$ cat config.mk
export PLATFORM = sky130hd
export DESIGN_NAME = ysyx_24090003_ifu
export DESIGN_NICKNAME = d
export VERILOG_FILES = /design/src/rtl/ysyx_24090003_ifu.sv
export SDC_FILE = /design/constraint.sdc
export NUM_CORES = 1
export LEC_CHECK = 0
export ABC_AREA = 1
export CAP_MARGIN = 40
export CORE_MARGIN = 10
export CORE_UTILIZATION = 40
export DETAILED_ROUTE_END_ITERATION = 10
export GPL_ROUTABILITY_DRIVEN = 0
export GPL_TIMING_DRIVEN = 1
export PLACE_DENSITY = 0.86
export SETUP_SLACK_MARGIN = 0.5
export SLEW_MARGIN = 20
export SYNTH_ARGS = -nofsm -noshare
export SYNTH_HDL_FRONTEND = slang
export SYNTH_SLANG_ARGS = --single-unit
$ cat constraint.sdc
create_clock -name cpu_clk -period 2.8 [get_ports cpu_clk]
set_input_delay 0.28 -clock cpu_clk [delete_from_list [all_inputs] [get_ports cpu_clk]]
set_output_delay 0.28 -clock cpu_clk [all_outputs]
set_load 0.005 [all_outputs]
$ cat src/rtl/ysyx_24090003_ifu.sv
`default_nettype none
// ============================================================================
// Module   : ysyx_24090003_ifu
// Brief    : Instruction fetch unit for a multi-cycle core. It holds the PC,
//            issues one single-beat read per instruction on an AXI4-Lite-style
//            read channel, and hands the fetched word to decode through a
//            valid/ready handshake. Only one instruction is in flight at a
//            time: the next PC comes back from execute/writeback before the
//            following fetch starts.
// Option   : YSYX_24090003_IFU_RRESP_CHECK_EN - when defined, a read response
//            other than OKAY sends the unit into a sticky FAULT state.
// Revision : 1.0 - initial release
// ============================================================================
module ysyx_24090003_ifu #(
   parameter logic [31:0] RESET_PC = 32'h8000_0000
) (
   input  logic        cpu_clk,
   input  logic        rst,
   output logic [31:0] araddr,
   output logic        arvalid,
   input  logic        arready,
   input  logic [31:0] rdata,
   input  logic [1:0]  rresp,
   input  logic        rvalid,
   output logic        rready,
   output logic [31:0] inst,
   output logic [31:0] pc,
   output logic        inst_valid,
   input  logic        inst_ready,
   input  logic [31:0] npc,
   input  logic        npc_valid,
   output logic        fault
);

   localparam logic [2:0] S_IDLE    = 3'd0;
   localparam logic [2:0] S_AR      = 3'd1;
   localparam logic [2:0] S_R       = 3'd2;
   localparam logic [2:0] S_OUT     = 3'd3;
   localparam logic [2:0] S_WAIT_PC = 3'd4;
   localparam logic [2:0] S_FAULT   = 3'd5;

   logic [2:0]  r_state;
   logic [2:0]  w_state_nxt;
   logic [31:0] r_pc;
   logic [31:0] r_inst;
   logic        w_r_hs;
   logic        w_rresp_err;
   logic        w_pc_load;
   logic        w_unused_bits;

   // A read beat is only accepted while we are the ones asserting rready.
   assign w_r_hs = (r_state == S_R) && rvalid;

`ifdef YSYX_24090003_IFU_RRESP_CHECK_EN
   assign w_rresp_err   = (rresp != 2'b00);
   assign w_unused_bits = ^npc[1:0];
`else
   // Response code is not inspected in this build.
   assign w_rresp_err   = 1'b0;
   assign w_unused_bits = ^{rresp, npc[1:0]};
`endif

   // A new PC is taken either with the accepting handshake in OUT or from
   // the first pulse seen in WAIT_PC; pulses anywhere else are dropped.
   assign w_pc_load = npc_valid &&
                      (((r_state == S_OUT) && inst_ready) || (r_state == S_WAIT_PC));

   // Next-state selection for the fetch sequence.
   always_comb begin
      w_state_nxt = r_state;
      case (r_state)
         S_IDLE:    w_state_nxt = S_AR;
         S_AR:      if (arready) w_state_nxt = S_R;
         S_R:       if (w_r_hs) w_state_nxt = w_rresp_err ? S_FAULT : S_OUT;
         S_OUT:     if (inst_ready) w_state_nxt = npc_valid ? S_AR : S_WAIT_PC;
         S_WAIT_PC: if (npc_valid) w_state_nxt = S_AR;
         S_FAULT:   w_state_nxt = S_FAULT;
         default:   w_state_nxt = S_IDLE;
      endcase
   end

   // State, PC and instruction registers; reset abandons any open transaction.
   always_ff @(posedge cpu_clk) begin
      if (rst) begin
         r_state <= S_IDLE;
         r_pc    <= RESET_PC;
         r_inst  <= 32'h0;
      end else begin
         r_state <= w_state_nxt;
         if (w_pc_load) begin
            r_pc <= {npc[31:2], 2'b00};
         end
         if (w_r_hs && !w_rresp_err) begin
            r_inst <= rdata;
         end
      end
   end

   // All outputs decode registered state only.
   assign araddr     = r_pc;
   assign pc         = r_pc;
   assign inst       = r_inst;
   assign arvalid    = (r_state == S_AR);
   assign rready     = (r_state == S_R);
   assign inst_valid = (r_state == S_OUT);
   assign fault      = (r_state == S_FAULT);

endmodule
`default_nettype wire

==> results.yml <==
die:
  fp.coreArea_um2: 6760
  die_h_um: 103
  standard_cell_rows: 30
  ios: 172
  dieArea_um2: 10600
  initial_core_util: 0.409
  die_x_um: 103
detailed_routing:
  route.antenna.remaining_nets: 0
  post-route-drc-count: 0
  drt_first_pass_iters: 4
  vias: 2704
  routed_wl_mm: 9.02
  drtIter0Drc: 123
  wl_per_cell_um: 16.1
  vias_per_cell: 4.83
synthesis:
  main_combinational_cell_family_by_area_after_synthesis: "simple AND/OR/NAND/NOR gates"
  synth.area.top_cells: "dfxtp_1 (47%), buf_4 (10%), nor2_1 (6.9%)"
  number_of_register_bits_inferred_by_synthesis: 65
  area_fraction_in_and_or_nand_and_nor_cells_after_synthesis: 0.245
  warning_count_from_the_yosys_run: 0
  post_synth_inst_count: 352
  postSynthAreaPerCell_um2: 7.85
  seq_area_frac_synth: 0.471
  synth_top_area_frac: 0.471
  synth-compound-area-share: 0.121
  synth-xor-area-share: 0
  netlist_area_pre_place_um2: 2760
  synth_top_flop_cell: "dfxtp_1"
  netlist.top_cell.by_area: "dfxtp_1"
  synth.area.mux_share: 0
  synth_async_sr_flop_share: 0
  distinct_cells_synth: 21
  synth_adder_area_share: 0
  synth_edf_count: 0
timing:
  final-hold-violation-count: 0
  final-max-slew-violation-count: 0
  layout_min_cycle_time_ps: 2030
  worst_slew_margin_rel: 0.475
  worstMarginPinSlew_ps: 787
  min_period_over_period: 0.726
  tns_ps: 0
  setup_repair_after_global_routing_missed_its_margin: "false"
  finClkSkew_ps: 8.56
  final-setup-viol-count: 0
  maxClockFrequency_mhz: 492
setup_path:
  cp.arrival_ps: 1750
  critical_path_class: "reg2out"
  cp_slowest_cell: "clkdlybuf4s50_1"
  crit_path_cell_trace: "nor2_2, nand2_2, inv_2, clkdlybuf4s50_1"
  worst_ep_required_time_ps: 2520
  maximum_net_fanout_on_the_critical_path: 15
  critPathCaptureType: "output pin"
  critical-path-max-stage-delay_ps: 550
  setup.worst_path.start_class: "register"
placement:
  io_buffers: 163
  placed_cells_incl_taps: 544
  hpwl_mm: 6.85
  place_area_um2: 4120
finish:
  final-instance-count-excl-fill: 560
  n_antenna_cell: 0
  layout.cells.most_common: "clkdlybuf4s50_1"
  n_fill_cell: 570
  design_area_um2: 4340
  area.growth.synth_to_final_pct: 56.9
  drive_above_1_share: 0.0750
  finalCoreUtilization: 0.642
  finish.net_count: 547
  multiInputGateArea_um2: 1030
  layout_common_cells: "clkdlybuf4s50_1 (163), dfxtp_1 (65), nor2_1 (51), nand2_1 (45), nand3_1 (38)"
  final-seq-area_um2: 1300
clock_network:
  cts_setup_buffers: 0
  hold_buffers: 0
  worst_setup_hold_path_clk_slew_ps: 70
  numCtsBuffers: 9
  cts_htree_levels: 3
  post_cts_resize_count: 0
  tritoncts: "built"
  clockRootBuffer: "clkbuf_8"
  clock_insertion_delay_worst_skew_ps: 330
  cts_max_path_buffers: 2
  cts.sink_count: 65
power_and_ir_drop:
  comb_pwr_share: 0.272
  powerDensity_nw_per_um2: 617
  sw_frac_of_total: 0.285
  power.ir.vdd_worst_uv: 292
  power_frac_seq: 0.408
  cellInternalPower_w: 0.00191
  share_clk_of_total_power: 0.319
  static-leakage-power_nw: 1.64
  power.net_switching_w: 0.000763
global_routing:
  grt_max_degree: 36
  grt_first_pass_wirelength_mm: 13.3
  groute.usage.overall: 0.160
  aggregate_global_routing_overflow: 0
  grt_pass1_vias: 2600
  grt_antenna_before_repair: 0
hold_path:
  hold_path_class: "reg2reg"
outcome:
  outcome: "finished clean"
job:
  max-cap-violations: 0
-- worst max-delay path, delay by kind of cell, from the launching register on --
| kind | cells | cell delay (ps) |
|---|---|---|
| flip-flops | 1 | 400 |
| AND/OR/NAND/NOR | 2 | 250 |
| buffers and inverters | 2 | 760 |
-- cell families after synthesis --
logic type,count (synthesis)
buf+inv,67
compound gates,67
simple gates,152
flops,65
other cells,1
-- Yosys cell counts (3+ instances only) --
library cell,instances
inv_1,8
nand2_2,3
dfxtp_1,65
buf_6,6
buf_2,3
a21oi_1,35
o21ai_0,27
buf_4,38
nor2_2,11
clkbuf_1,10
nand3_1,38
nor2_1,51
nand2_1,45
o21ai_1,5
-- final cells by class --
cell class                      count  share of cell area
Timing Repair Buffer              166               0.382
Inverter                           10             0.00924
Clock inverter                      5              0.0185
Tap cell                           80              0.0231
Multi-Input combinational cell    223               0.237
Sequential cell                    65               0.300
Clock buffer                       11              0.0303
-- stage by stage --
stage	setup slack (ps)	power, W	hold WS (ps)
after floorplan	1590	0.00148	406
after global placement	896	0.00182	447
after detailed placement	849	0.00184	451
after CTS	740	0.00270	461
after global routing	622	0.00282	481
final	766	0.00267	462
-- registers in the layout, summed over array words and instances, names as in the netlist --
name / count
araddr: 30
inst: 32
r_state: 3
-- power groups by stage --
stage	Sequential, W	Clock (W)	Combinational, W
finish	0.00109	0.000854	0.000728
CTS	0.00109	0.000876	0.000737
global placement	0.00110	0	0.000719
detailed placement	0.00111	0	0.000732
global route	0.00111	0.000909	0.000804
floorplan	0.00111	0	0.000375
-- metal layers --
layer	share of wire	global-route usage	vias to the layer above
li1	-	-	1348
met1	0.41	0.180	1224
met2	0.44	0.244	124
met3	0.14	0.0932	8
met4	0.0086	0.0578	0
met5	0	0	-
-- final timing paths --
check | from | endpoint | slack (ps) | cells after the start
hold reg to reg | inst[2] | inst[2] | 460 | 2
hold / removal | inst[2] | inst[2] | 460 | 2
setup reg to reg | r_state[2] | inst[5] | 810 | 7
setup / recovery | r_state[2] | rready | 770 | 4
Note: power is estimated with default switching activity, not from simulation.
